### src/rtl/mux_arb_pkg.sv
// Shared types, constants and the round-robin search helper for the
// four-requester mux select arbiter.
package mux_arb_pkg;

    localparam int NUM_REQ = 4;

    // IDLE: no current owner. LOCKED: the pointer names the current owner.
    typedef enum logic {
        IDLE   = 1'b0,
        LOCKED = 1'b1
    } state_t;

    typedef logic [1:0] idx_t;

    // Round-robin search. It returns the first requesting index found when
    // scanning start+1, start+2, start+3, start (mod 4), so 'start' is the
    // lowest-priority candidate. The loop runs from the farthest offset to
    // the nearest, so the nearest requesting index is the last one written.
    // If nothing is requesting, 'start' is returned; callers only use the
    // result when at least one request is set.
    function automatic idx_t rr_pick(input logic [NUM_REQ-1:0] req, input idx_t start);
        idx_t pick;
        idx_t cand;
        pick = start;
        for (int k = NUM_REQ; k >= 1; k--) begin
            cand = start + idx_t'(k);
            if (req[cand]) begin
                pick = cand;
            end
        end
        return pick;
    endfunction

endpackage

### src/rtl/mux_4_by_1_case_reg.sv
// 4x1 data select followed by the output holding register with its
// valid/ready handshake. When load_i is set the selected word is captured.
// When the held word is accepted and nothing new is loaded, valid drops.
// The data and select values persist after acceptance.
module mux_4_by_1_case_reg
    import mux_arb_pkg::*;
#(
    parameter int DATA_W = 8
) (
    input  logic              clk,
    input  logic              rst,
    input  logic              load_i,
    input  logic [1:0]        sel_i,
    input  logic [DATA_W-1:0] in_1_i,
    input  logic [DATA_W-1:0] in_2_i,
    input  logic [DATA_W-1:0] in_3_i,
    input  logic [DATA_W-1:0] in_4_i,
    input  logic              ready_i,
    output logic [DATA_W-1:0] data_o,
    output logic [1:0]        sel_o,
    output logic              valid_o
);

    logic [DATA_W-1:0] mux_d;
    logic [DATA_W-1:0] data_q;
    idx_t              sel_q;
    logic              valid_q;

    // Combinational 4x1 word select driven by the arbiter's winner index.
    always_comb begin
        mux_d = '0;
        case (sel_i)
            2'd0:    mux_d = in_1_i;
            2'd1:    mux_d = in_2_i;
            2'd2:    mux_d = in_3_i;
            default: mux_d = in_4_i;
        endcase
    end

    // Output register. A load overrides a simultaneous accept, so
    // back-to-back beats see no bubble.
    always_ff @(posedge clk) begin
        if (rst) begin
            data_q  <= '0;
            sel_q   <= '0;
            valid_q <= 1'b0;
        end else if (load_i) begin
            data_q  <= mux_d;
            sel_q   <= sel_i;
            valid_q <= 1'b1;
        end else if (valid_q && ready_i) begin
            valid_q <= 1'b0;
        end
    end

    assign data_o  = data_q;
    assign sel_o   = sel_q;
    assign valid_o = valid_q;

endmodule

### src/rtl/mux_4_by_1_rr_arbiter.sv
// Round-robin select controller for a shared 4x1 data mux, with burst lock.
// A requester that keeps requesting keeps the mux for up to MAX_HOLD
// consecutive beats. After that, the next requester in rotation takes over.
//
// Handshake: out_mux/sel_mux are valid while out_valid=1. A word transfers
// on a rising edge where out_valid=1 and out_ready=1. A new word is captured
// (gnt_mux nonzero) only when some request is set and the register is
// empty or being drained in the same cycle.
// Requesters see their grant combinationally in the capture cycle.
module mux_4_by_1_rr_arbiter
    import mux_arb_pkg::*;
#(
    parameter int DATA_W   = 8,
    parameter int MAX_HOLD = 4
) (
    input  logic              clk,
    input  logic              rst,
    input  logic [3:0]        req_mux,
    input  logic [DATA_W-1:0] in_mux_1,
    input  logic [DATA_W-1:0] in_mux_2,
    input  logic [DATA_W-1:0] in_mux_3,
    input  logic [DATA_W-1:0] in_mux_4,
    output logic [3:0]        gnt_mux,
    output logic [1:0]        sel_mux,
    output logic              out_valid,
    input  logic              out_ready,
    output logic [DATA_W-1:0] out_mux
);

    localparam logic [3:0] HOLD_MAX = 4'(MAX_HOLD);

    // The pointer is the last winner. While LOCKED it is also the owner.
    state_t     state_q, state_d;
    idx_t       ptr_q, ptr_d;
    logic [3:0] hold_q, hold_d;

    logic       can_take;
    logic       load;
    logic       keep_owner;
    idx_t       win;

    // The register can take a word when it is empty or being drained.
    // Reset blocks all grants.
    assign can_take = (!out_valid || out_ready) && !rst;
    assign load     = (|req_mux) && can_take;

    // The owner may continue its burst while it requests and has beats left.
    assign keep_owner = (state_q == LOCKED) && req_mux[ptr_q] && (hold_q < HOLD_MAX);

    // Pick the winner and compute the next arbitration state.
    always_comb begin
        state_d = state_q;
        ptr_d   = ptr_q;
        hold_d  = hold_q;
        win     = keep_owner ? ptr_q : rr_pick(req_mux, ptr_q);
        if (load) begin
            state_d = LOCKED;
            ptr_d   = win;
            // A fresh burst, including the owner re-winning an empty
            // rotation, restarts the count at one beat.
            hold_d  = keep_owner ? (hold_q + 4'd1) : 4'd1;
        end else if (can_take) begin
            // Capture was possible but nobody asked: release ownership and
            // keep the pointer so rotation continues from the last winner.
            state_d = IDLE;
        end
    end

    // Arbitration state. After reset the pointer is 3, so requester 1 is
    // searched first.
    always_ff @(posedge clk) begin
        if (rst) begin
            state_q <= IDLE;
            ptr_q   <= 2'd3;
            hold_q  <= 4'd0;
        end else begin
            state_q <= state_d;
            ptr_q   <= ptr_d;
            hold_q  <= hold_d;
        end
    end

    assign gnt_mux = load ? (4'b0001 << win) : 4'b0000;

    mux_4_by_1_case_reg #(
        .DATA_W (DATA_W)
    ) u_case_reg (
        .clk     (clk),
        .rst     (rst),
        .load_i  (load),
        .sel_i   (win),
        .in_1_i  (in_mux_1),
        .in_2_i  (in_mux_2),
        .in_3_i  (in_mux_3),
        .in_4_i  (in_mux_4),
        .ready_i (out_ready),
        .data_o  (out_mux),
        .sel_o   (sel_mux),
        .valid_o (out_valid)
    );

endmodule

### config.mk
export PLATFORM = sky130hd
export DESIGN_NAME = mux_4_by_1_rr_arbiter
export DESIGN_NICKNAME = d
export VERILOG_FILES = /design/src/rtl/mux_arb_pkg.sv /design/src/rtl/mux_4_by_1_case_reg.sv /design/src/rtl/mux_4_by_1_rr_arbiter.sv
export SDC_FILE = /design/constraint.sdc
export NUM_CORES = 1
export LEC_CHECK = 0
export BUFFER_PORTS_ARGS = -buffer_cell sky130_fd_sc_hd__buf_2
export CAP_MARGIN = 20
export CORE_UTILIZATION = 30
export CTS_CLUSTER_DIAMETER = 40
export CTS_CLUSTER_SIZE = 16
export DETAILED_ROUTE_END_ITERATION = 7
export SLEW_MARGIN = 20
export SYNTH_ARGS = -nofsm -noshare
export SYNTH_HDL_FRONTEND = slang
export SYNTH_HIERARCHICAL = 1
export SYNTH_SLANG_ARGS = --single-unit
### constraint.sdc
create_clock -name clk -period 4.2 [get_ports clk]
set_clock_uncertainty 0.15 [all_clocks]
set_input_delay 0.84 -clock clk [delete_from_list [all_inputs] [get_ports clk]]
set_output_delay 0.84 -clock clk [all_outputs]
set_load 0.01 [all_outputs]
==> results.md, run 1 <==
Global routing:
- The largest net degree at the start of global routing is 23.
- The initial antenna violation count came to 0.
- The overall routing resource usage is 13.4%.
- The number of global-route vias before repair is 1024.
- The total overflow left after global routing is 0.
- The first-pass GRT wire length is 4300 um.

Layout:
- The multi-input combinational cell area is 702 um2.
- The total number of nets in the final design is 208.
- The most common library cell in the layout ignoring fill and taps is sky130_fd_sc_hd__buf_2.
- Cells with a size suffix above 1 make up 41.9% of the layout.
- Across the whole layout, storage elements account for 360 um2.
- The final design utilization is 42.8%.
- The area added between synthesis and finish is 32.4%.
- Leaving out fill and tap cells, the most frequent cells in the layout are 53 x sky130_fd_sc_hd__buf_2, 20 x sky130_fd_sc_hd__mux2i_1, 18 x sky130_fd_sc_hd__dfxtp_1.
- 0 antenna diodes ended up in the layout.
- The count of filler cells inserted in the layout is 348.

Timing:
- The tightest hold path in the finished design has a slack of 331 ps.
- Setup violations remaining at the end of the flow were counted as 0.
- The final critical-path required period is 3360 ps.
- In the final timing run, aggregate negative setup slack is 0 ps.
- Setup slack closes at 839 ps.
- The count of pins over their slew limit is 0.
- At the pin with the least slew margin, the transition time is 548 ps.
- Headroom to the max-slew limit came out at 62.5%.
- The number of hold violations in the final report was 0.
- Setup repair after global routing left no endpoint under its margin.
- Based on the critical path, the design can be clocked at up to 298 MHz.
- The final critical path takes up 80.0% of the cycle.

Clock network:
- CTS built an H-tree with a depth of 1.
- Buffers inserted during clock tree synthesis total 3.
- In this run the clock root is driven by a sky130_fd_sc_hd__clkbuf_8.
- TritonCTS built the clock tree.
- The clock transition at the register clock pins on the worst setup and hold paths after CTS is 60 ps.
- Post-CTS timing repair inserted 0 buffers for setup.
- The largest buffer count on any clock path is 2.
- The clock latency of the later-clocked register in the worst-skew pair is 250 ps.
- After clock tree synthesis, the repair step resized 0 gates.
- For this design, the CTS-stage hold fixing added 0 buffers.
- The clock sink count is 18.

Die:
- The number of placed I/O pins is 54.
- The floorplan step set the die width to 62.9 um.
- Row generation in the floorplan step produced 21 rows.
- The die covers 0.00396 mm2.
- The placeable core area is 0.00344 mm2.
- The initial standard-cell utilization of the core is 32.4%.
- The floorplan die height is 62.9 um.

Place:
- The half-perimeter wire length after placement is 1950 um.
- The congestion estimate from routability-driven global placement came to 0.733.
- The minimum setup slack after placement is 831 ps.
- The number of buffer cells added on primary ports is 53.

Yosys:
- The number of cells produced by synthesis is 114.
- In this run the cell area of the synthesized design comes to 0.00111 mm2.
- In this run, synthesis produced a sequential element count of 18.
- The number of warnings reported in the yosys synthesis log is 6.
- The portion of the post-synthesis area used by sequential elements is 32.4%.
- Counting distinct cell types in the post-synthesis netlist gives 34.
- For this run, the leading register cell type out of synthesis is sky130_fd_sc_hd__dfxtp_1.
- In the synthesized netlist the async set-or-reset flop fraction comes to 0%.
- The number of enable flip-flop cells after synthesis is 0.
- The cell type with the largest total area after synthesis is sky130_fd_sc_hd__dfxtp_1.
- The synthesized net count is 154.
- The top cell type by area accounts for 32.4% of the synthesized area.
- The average cell area after synthesis is 9.77 um2.
- By area the synthesized netlist is led by sky130_fd_sc_hd__dfxtp_1 32%, sky130_fd_sc_hd__mux2i_1 18%, sky130_fd_sc_hd__or3b_1 6.3%.

Critical path:
- The most critical setup path has its endpoint at gnt_mux[2].
- The startpoint of the lowest-slack register-to-register path is ptr_q[0]$_SDFFE_PP1P_.
- The worst setup path is launched from a primary input.
- In this run the number of cells on the critical path is 7.
- The critical path is of the in -> out type.
- For this run, the slowest stage of the critical path takes 480 ps.
- The worst register-to-register path ends at u_case_reg/data_o[0]$_SDFFE_PP0P_.
- In this run the worst setup path begins at req_mux[0].
- Counting both buffers and inverters, the worst setup path holds a total of 2.
- The critical path required time is 3210 ps.
- The critical path endpoint category is an output port.
- The largest individual stage delay along the critical path comes from the cell sky130_fd_sc_hd__mux4_2.
- The cell type with the highest occurrence count on the critical path is sky130_fd_sc_hd__buf_2.
- The worst register-to-register path has a setup slack of 1540 ps.
- The signal on the critical path passes through buf_2 > nand2b_1 > mux4_2 > nand4_2 > xnor2_2 > and3b_1 > buf_2.
- Broken down by cell family, the worst path's largest delay share belongs to simple AND/OR/NAND/NOR gates.
- The data arrival time of the critical path is 2370 ps.
- Of all nets on the critical path, the largest fanout is 9.
- The count of cells along the worst register-to-register path is 7.

Route:
- The routed wire length is 2510 um.
- Using the TritonRoute via totals, the vias-per-cell ratio works out to 4.89.
- The first detailed-routing pass ran for 4 iterations.
- The final routed wire length divided by cell count is 11.8 um.
- The post-detailed-route count of antenna-violating nets is 0.
- The iteration-0 DRC count of the detailed router is 39.
- The vias after detailed routing is 1042.
- The number of design rule violations left after detail routing is 0.

Run status:
- The run finished with clean final reports.

Power and ir drop:
- The internal portion of total power is 0.410 mW.
- In this run switching power makes up 33.3% of total power.
- Registers are responsible for 34.9% of the overall power.
- The power density over cell area is 417 mW/mm2.
- The analysis attributes to net switching a power of 0.204 mW.
- The proportion of power drawn by the clock network is 22.8%.
- The worst-case IR drop observed on VDD is 0.000227 V.
- Overall power consumption after layout is estimated at 0.614 mW.
- The leakage component of the power is 0.730 nW.
- The relative contribution of combinational cells to total power is 42.3%.

Job:
- The max-cap violation count is 0.

Worst hold path:
- The type of the tightest min-delay check is reg -> reg.
[synthesized netlist by cell type, drive strengths merged (2+ instances only)]
cell    instances
nor3            2
o221ai          8
a21oi           6
mux2i          20
and3b           2
nor2           10
or3b           12
a22oi           2
dfxtp          18
buf             7
nand2b          6
inv             3
nand3b          2
o21ai           3
[how the worst min path moves through the flow]
stage | from | to | slack, ps | cells after the start
after floorplan | hold_q[0]$_SDFFE_PP0P_ | hold_q[0]$_SDFFE_PP0P_ | 290 | 1
after global placement | hold_q[0]$_SDFFE_PP0P_ | hold_q[0]$_SDFFE_PP0P_ | 310 | 1
after detailed placement | hold_q[3]$_SDFFE_PP0P_ | hold_q[3]$_SDFFE_PP0P_ | 320 | 1
after CTS | hold_q[3]$_SDFFE_PP0P_ | hold_q[3]$_SDFFE_PP0P_ | 330 | 1
after global routing | hold_q[3]$_SDFFE_PP0P_ | hold_q[3]$_SDFFE_PP0P_ | 350 | 1
final | hold_q[3]$_SDFFE_PP0P_ | hold_q[3]$_SDFFE_PP0P_ | 330 | 1
[layer usage]
| layer | track usage, % | up-vias | share of wire, % |
|---|---|---|---|
| met5 | 0 | - | 0 |
| met4 | 6.10 | 0 | 1.8 |
| met3 | 3.28 | 5 | 7.1 |
| met2 | 23.3 | 44 | 46 |
| met1 | 15.2 | 456 | 45 |
| li1 | - | 537 | - |
[cell families (layout without fill, tap and decap cells)]
group	after synthesis	count (layout)	share of synthesized area [%]
buffers and inverters	10	63	5.28
muxes	21	21	20.0
adders and majority gates	1	1	1.12
and+or+nand+nor	40	40	24.6
AOI/OAI and AO/OA	23	23	15.8
xor gates and xnor gates	1	1	0.787
DFF	18	18	32.4
[power by group through the flow]
stage	Sequential (mW)	Combinational [mW]	Clock (mW)
after CTS	0.215	0.263	0.146
after floorplan	0.220	0.191	0
after global routing	0.218	0.285	0.155
after detailed placement	0.218	0.261	0
final	0.214	0.260	0.140
after global placement	0.218	0.255	0
[layout make-up]
class,count,area share [%]
Multi-Input combinational cell,86,47.6
Sequential cell,18,24.4
Timing Repair Buffer,56,19.5
Tap cell,46,3.90
Clock buffer,4,3.74
Inverter,3,0.764
[through the flow]
step | cell area, um2 | std cells
final | 1470 | 213
after global routing | 1470 | 213
after CTS | 1470 | 213
after detailed placement | 1420 | 209
after global placement | 1420 | 209
after floorplan | 1110 | 114
[registers in the layout (all words and copies together), names as in the netlist]
register            cells
u_case_reg/data_o       8
state_q                 1
hold_q                  4
u_case_reg/sel_o        2
ptr_q                   2
u_case_reg/valid_o      1
[worst register-to-register path, stage by stage (launching register included)]
cell and delay, ps:
sky130_fd_sc_hd__dfxtp_1 560, sky130_fd_sc_hd__mux2i_1 280, sky130_fd_sc_hd__or3_1 170, sky130_fd_sc_hd__nand4_2 170, sky130_fd_sc_hd__xnor2_2 450, sky130_fd_sc_hd__buf_4 340, sky130_fd_sc_hd__mux2i_1 290, sky130_fd_sc_hd__o221ai_2 130
Note: power is estimated with default switching activity, not from simulation.
==> inputs of run 2 (changes only) <==
ABC_AREA = 1   (was unset)
clock period = 3.3 ns   (was 4.2 ns; I/O delays follow)
==> results.md, run 2 <==
Die:
- The total die area is 0.00412 mm2 (+4.0%).
- The number of placed I/O pins is 54 (unchanged).
- The chip width came to 64.2 um (+2.0%).
- The placeable core area is 0.00369 mm2 (+7.2%).
- The floorplan die height is 64.2 um (+2.0%).
- The number of cell rows was 22 (+4.8%).
- The initial standard-cell utilization of the core is 31.4% (-0.91 points).

Critical path:
- STA classifies the critical path endpoint as an output port.
- The data arrival time of the critical path was 2120 ps (-250 ps).
- The critical path required time came to 2490 ps (-720 ps).
- The critical path startpoint category is a register.
- The largest driver fanout on the critical path is 18 (+9).
- The class of the most critical setup path is reg -> out.

Layout:
- The diode insertion count for antenna repair came to 0 (unchanged).
- In the layout the commonest cells are 64 x sky130_fd_sc_hd__nand2_1, 53 x sky130_fd_sc_hd__buf_2, 27 x sky130_fd_sc_hd__nand3_1.
- The most common library cell in the layout ignoring fill and taps is sky130_fd_sc_hd__nand2_1.
- The final design utilization is 40.9% (-1.9 points).
- The number of flip-flops in the largest register is 8 (unchanged).
- The fraction of layout cells with a size suffix above 1 is 28.3% (-14 points).
- The total number of nets in the final design is 288 (+38%).
- From synthesis to final layout, the design area changed by 30.2%.

Yosys:
- The share of flip-flops with an asynchronous set or reset after synthesis was 0% (unchanged).
- sky130_fd_sc_hd__nand2_1 is the most common cell in the netlist.
- The flip-flop and latch count after synthesis is 18 (unchanged).
- Sorting the synthesized cells by how often they occur yields 64 x sky130_fd_sc_hd__nand2_1, 27 x sky130_fd_sc_hd__nand3_1, 24 x sky130_fd_sc_hd__nor2_1, 18 x sky130_fd_sc_hd__dfxtp_1, 18 x sky130_fd_sc_hd__inv_1.
- The synthesized net count came to 234 (+52%).
- The average cell area after synthesis is 5.98 um2 (-39%).
- Ranked by total cell area, the synthesized netlist is headed by sky130_fd_sc_hd__dfxtp_1 31%, sky130_fd_sc_hd__nand2_1 21%, sky130_fd_sc_hd__nand3_1 12%.
- The area share of the leading cell type in the synthesized netlist is 31.1% (-1.3 points).
- The number of enable flip-flop cells after synthesis is 0 (unchanged).
- The portion of the post-synthesis area used by sequential elements came to 31.1% (-1.3 points).
- The post-synthesis instance area is 0.00116 mm2 (+4.2%).
- The number of distinct library cells after synthesis is 18 (-47%).
- The largest total area in the synthesized netlist belongs to sky130_fd_sc_hd__dfxtp_1.
- The number of warnings reported in the yosys synthesis log came to 6 (unchanged).
- The number of cells produced by synthesis is 194 (+70%).
- The most used flip-flop cell after synthesis is sky130_fd_sc_hd__dfxtp_1.

Global routing:
- The initial antenna violation count is 0 (unchanged).
- The first-pass GRT wire length came to 4850 um (+13%).
- The overall overflow remaining after global route came to 0 (unchanged).
- The number of global-route vias before repair is 1136 (+11%).
- The largest net degree at the start of global routing came to 19 (-17%).
- The overall routing resource usage is 14.9% (+1.6 points).

Clock network:
- The clock tree root driver cell is sky130_fd_sc_hd__clkbuf_8.
- The largest buffer count on any clock path came to 2 (unchanged).
- TritonCTS built the clock tree.
- The number of levels the H-tree was split into is 1 (unchanged).
- The number of resized instances in the post-cts repair step is 0 (unchanged).
- The count of hold buffers inserted by post-cts repair came to 0 (unchanged).
- The number of buffers added by the clock tree synthesis step was 3 (unchanged).
- The number of buffers added for setup after CTS is 0 (unchanged).
- The clock sink count came to 18 (unchanged).
- The clock latency of the later-clocked register in the worst-skew pair is 240 ps (about the same).
- The clock transition at the register clock pins on the worst setup and hold paths after CTS was 70 ps (about the same).

Place:
- The half-perimeter wire length after placement is 2310 um (+18%).
- The final estimated routing congestion in global placement is 0.782 (+6.7%).
- The number of buffer cells added on primary ports is 53 (unchanged).

Timing:
- For the finished layout, the period the worst path requires is 2930 ps.
- The achievable clock frequency is 341 MHz.
- The count of pins over their slew limit was 0 (unchanged).
- In the finished design, the share of the clock period the worst path needs comes to 88.9%.
- The number of hold violations in the final report was 0 (unchanged).
- The setup TNS is 0 ps (unchanged).
- Setup repair after global routing left no endpoint under its margin.
- The actual slew at the worst max-slew pin is 376 ps (-171 ps).
- The headroom to the max-slew limit is 74.9% (+12 points).
- The final setup violation count came to 0 (unchanged).

Route:
- The number of design rule violations left after detail routing is 0 (unchanged).
- The iteration-0 DRC count of the detailed router is 82 (+110%).
- The routed wire length is 2960 um (+18%).
- The final routed wire length divided by cell count was 10.0 um (-15%).
- The post-detailed-route count of antenna-violating nets is 0 (unchanged).
- The detailed-routed wire length on met2 is 1390 um (+21%).
- The met3 wire length is 175 um (-1.1%).
- The vias after detailed routing is 1320 (+27%).
- Routed signal wires occupy layers up through met4.
- The number of detailed-route iterations in the first pass came to 4 (unchanged).
- The total routed wire length on the met1 layer is 1370 um (+21%).
- The post-detailed-route via-to-cell ratio is 4.47 (-8.5%).

Power and ir drop:
- The leakage component of the power is 0.825 nW (+13%).
- The power density over cell area is 802 mW/mm2 (+92%).
- The peak supply drop is 0.000341 V (+50%).

Job:
- The max-cap violation count is 0 (unchanged).

Worst hold path:
- The tightest min-delay check is of the reg -> reg type.

Run status:
- The run finished with clean final reports.
run 2: cell types whose count changed after synthesis, sizes merged, moves of 12 or more:
cell,previous run,this run
mux2i,20,0
nor2,10,26
inv,3,21
nand2,1,68
or3b,12,0
nand3,0,27
run 2: cell type report:
cell class                      count  area, um2
Tap cell                           48       60.1
Timing Repair Buffer               54        273
Inverter                           21       78.8
Fill cell                         436       2180
Multi-Input combinational cell    150        683
Sequential cell                    18        360
Clock buffer                        4       55.1
run 2: kinds of logic after synthesis:
kind of cell	synth area share, %
buffers and inverters	10.0
adder cells (fa/ha/maj)	1.08
flip-flops	31.1
AND/OR/NAND/NOR	44.1
AO/OA/AOI/OAI	13.7
run 2: per-stage QoR:
stage	hold WS (ps)	instances	cell area, um2	setup slack, ps	power (mW)
6_report	288	295	1510	365	1.21
3_3_place_gp	278	291	1460	563	1.05
3_5_place_dp	280	291	1460	547	1.05
4_1_cts	291	295	1510	357	1.23
5_1_grt	325	295	1510	109	1.33
2_1_floorplan	264	194	1160	836	0.873
run 2: worst paths after layout:
| check | from | end | slack (ps) | depth (start not counted) |
|---|---|---|---|---|
| max | ptr_q[0]$_SDFFE_PP1P_ | gnt_mux[3] | 370 | 13 |
| min | hold_q[3]$_SDFFE_PP0P_ | hold_q[3]$_SDFFE_PP0P_ | 290 | 2 |
| max reg2reg | ptr_q[0]$_SDFFE_PP1P_ | u_case_reg/data_o[7]$_SDFFE_PP0P_ | 830 | 13 |
| min reg2reg | hold_q[3]$_SDFFE_PP0P_ | hold_q[3]$_SDFFE_PP0P_ | 290 | 2 |
run 2: power breakdown:
group	switching, mW	total, mW	internal, mW	leakage [nW]
sequential	0.0427	0.316	0.273	0.148
combinational	0.471	0.720	0.249	0.648
clock	0.0691	0.175	0.106	0.0288
total	0.583	1.21	0.628	0.825
run 2: per-layer routing:
metal,vias to the layer above,GRT usage (%)
met1,556,17.9
li1,723,-
met4,0,4.17
met3,2,3.39
met2,39,26.5
met5,-,0
run 2: worst max-delay path, stage by stage (launching register included):
cell and delay (ps):
sky130_fd_sc_hd__dfxtp_1 550, sky130_fd_sc_hd__inv_1 230, sky130_fd_sc_hd__nand2_1 100, sky130_fd_sc_hd__nand3_1 100, sky130_fd_sc_hd__nand2_1 90, sky130_fd_sc_hd__inv_1 40
sky130_fd_sc_hd__nand2_1 60, sky130_fd_sc_hd__nand2_2 50, sky130_fd_sc_hd__nand2_1 60, sky130_fd_sc_hd__nand2_2 60, sky130_fd_sc_hd__nand2_2 260, sky130_fd_sc_hd__inv_1 70
sky130_fd_sc_hd__nor2_1 80, sky130_fd_sc_hd__buf_2 130
==> inputs of run 3 (changes only) <==
CAP_MARGIN = 10   (was 20)
clock period = 3.55 ns   (was 3.3 ns; I/O delays follow)
==> results.md, run 3 (synthesis gave the netlist of run 2 again) <==
Global routing:
- The initial antenna violation count is 0 (unchanged).
- The number of global-route vias before repair came to 1160 (+2.1%).
- The first-pass GRT wire length was 4860 um (+0.14%).
- The overall routing resource usage was 14.6% (-0.33 points).
- The largest net degree at the start of global routing is 19 (unchanged).
- The overall overflow remaining after global route is 0 (unchanged).

Layout:
- Leaving out fill and tap cells, the most frequent cells in the layout are 64 x sky130_fd_sc_hd__nand2_1, 53 x sky130_fd_sc_hd__buf_2, 27 x sky130_fd_sc_hd__nand3_1.
- The total number of nets in the final design is 288 (unchanged).
- The library cell used most frequently in the layout, excluding fill and tap cells, is sky130_fd_sc_hd__nand2_1.
- The count of placed standard cells in the final layout, fillers left out is 295 (unchanged).
- The number of flip-flops in the largest register is 8 (unchanged).
- The fraction of layout cells with a size suffix above 1 is 28.3% (unchanged).
- The area added between synthesis and finish is 30.2% (unchanged).
- The diode insertion count for antenna repair is 0 (unchanged).

Clock network:
- The clock sink count was 18 (unchanged).
- The number of levels the H-tree was split into was 1 (unchanged).
- The clock latency of the later-clocked register in the worst-skew pair is 250 ps (about the same).
- The largest buffer count on any clock path came to 2 (unchanged).
- The count of hold buffers inserted by post-cts repair is 0 (unchanged).
- The clock transition at the register clock pins on the worst setup and hold paths after CTS is 70 ps (about the same).
- The number of buffers added by the clock tree synthesis step is 3 (unchanged).
- The number of resized instances in the post-cts repair step was 0 (unchanged).
- The number of buffers added for setup after CTS was 0 (unchanged).
- CTS placed an instance of sky130_fd_sc_hd__clkbuf_8 at the clock tree root.
- TritonCTS built the clock tree.

Place:
- The final estimated routing congestion in global placement is 0.782 (about the same).
- The placed instance count was 291 (unchanged).
- The number of buffer cells added on primary ports is 53 (unchanged).
- The half-perimeter wire length after placement came to 2290 um (-0.71%).

Route:
- The vias after detailed routing was 1340 (+1.5%).
- The final routed wire length divided by cell count is 9.94 um (-0.81%).
- The number of detailed-route iterations in the first pass is 4 (unchanged).
- The routed wire length came to 2930 um (-0.81%).
- The iteration-0 DRC count of the detailed router came to 87 (+6.1%).
- The post-detailed-route count of antenna-violating nets is 0 (unchanged).
- The number of design rule violations left after detail routing came to 0 (unchanged).
- The post-detailed-route via-to-cell ratio is 4.54 (+1.5%).

Run status:
- The run finished with clean final reports.

Timing:
- The actual slew at the worst max-slew pin is 380 ps (+3.16 ps).
- The headroom to the max-slew limit came to 74.7% (-0.21 points).
- The final critical-path required period is 2980 ps.
- The final setup violation count is 0 (unchanged).
- The achievable clock frequency is 336 MHz.
- Setup repair after global routing left no endpoint under its margin.
- The number of hold violations in the final report is 0 (unchanged).
- The count of pins over their slew limit is 0 (unchanged).
- Dividing the final minimum period by the clock period gives 83.8%.
- The setup TNS is 0 ps (unchanged).

Critical path:
- The critical path required time was 2690 ps (+200 ps).
- The critical path endpoint category is an output port.
- The data arrival time of the critical path was 2120 ps (about the same).
- The largest driver fanout on the critical path was 18 (unchanged).
- By startpoint and endpoint, the worst setup path is classified as reg -> out.
- STA classifies the critical path startpoint as a register.

Die:
- The placeable core area is 0.00369 mm2 (unchanged).
- The number of placed I/O pins was 54 (unchanged).
- The chip width came to 64.2 um (unchanged).
- The number of cell rows is 22 (unchanged).
- The total die area is 0.00412 mm2 (unchanged).
- The floorplan die height came to 64.2 um (unchanged).
- The initial standard-cell utilization of the core is 31.4% (unchanged).

Power and ir drop:
- The leakage component of the power was 0.825 nW (unchanged).
- The power density over cell area is 745 mW/mm2 (-7.1%).
- The peak supply drop was 0.000317 V (-7.0%).

Worst hold path:
- The path class of the tightest hold or removal check is reg -> reg.

Job:
- The max-cap violation count is 0 (unchanged).
run 3: layer usage:
metal	track usage (%)	vias up	wire [um]
li1	-	721	-
met1	17.8	577	1340
met2	26.2	40	1400
met3	2.86	2	179
met4	3.33	0	8
met5	0	-	0
run 3: cell type report:
| type | count | area, um2 |
|---|---|---|
| multi-input cells | 150 | 683 |
| repair buffers | 54 | 273 |
| fillers | 433 | 2180 |
| flip-flops and latches | 18 | 360 |
| well taps | 48 | 60.1 |
| clock buffers | 4 | 55.1 |
| inverters | 21 | 78.8 |
run 3: final timing paths:
kind | startpoint | to | slack, ps | cells after the start
worst max-delay path | ptr_q[0]$_SDFFE_PP1P_ | gnt_mux[3] | 570 | 13
worst min-delay path | hold_q[3]$_SDFFE_PP0P_ | hold_q[3]$_SDFFE_PP0P_ | 290 | 2
worst max register to register | ptr_q[0]$_SDFFE_PP1P_ | u_case_reg/data_o[5]$_SDFFE_PP0P_ | 1080 | 13
worst min register to register | hold_q[3]$_SDFFE_PP0P_ | hold_q[3]$_SDFFE_PP0P_ | 290 | 2
run 3: stage by stage:
stage                     instance area [um2]  util [%]  total power, mW  worst slack [ps]  hold slack [ps]
final                                    1510      40.9             1.13               574              290
after global routing                     1510      40.9             1.24               352              331
after CTS                                1510      40.9             1.14               569              293
after detailed placement                 1460      39.5            0.969               698              283
after global placement                   1460      39.5            0.973               713              278
after floorplan                          1160         -            0.812               986              264
run 3: report_power, final:
part / internal (mW) / switching, mW / total [mW] / leakage (nW)
clock: 0.0983 / 0.0652 / 0.164 / 0.0288
combinational: 0.232 / 0.437 / 0.668 / 0.648
sequential: 0.254 / 0.0395 / 0.293 / 0.148
total: 0.584 / 0.541 / 1.13 / 0.825
run 3: critical path, stage by stage (launching register included):
cell,delay (ps)
sky130_fd_sc_hd__dfxtp_1,550
sky130_fd_sc_hd__inv_1,230
sky130_fd_sc_hd__nand2_1,100
sky130_fd_sc_hd__nand3_1,100
sky130_fd_sc_hd__nand2_1,90
sky130_fd_sc_hd__inv_1,40
sky130_fd_sc_hd__nand2_1,60
sky130_fd_sc_hd__nand2_2,50
sky130_fd_sc_hd__nand2_1,60
sky130_fd_sc_hd__nand2_2,60
sky130_fd_sc_hd__nand2_2,250
sky130_fd_sc_hd__inv_1,70
sky130_fd_sc_hd__nor2_1,80
sky130_fd_sc_hd__buf_2,130
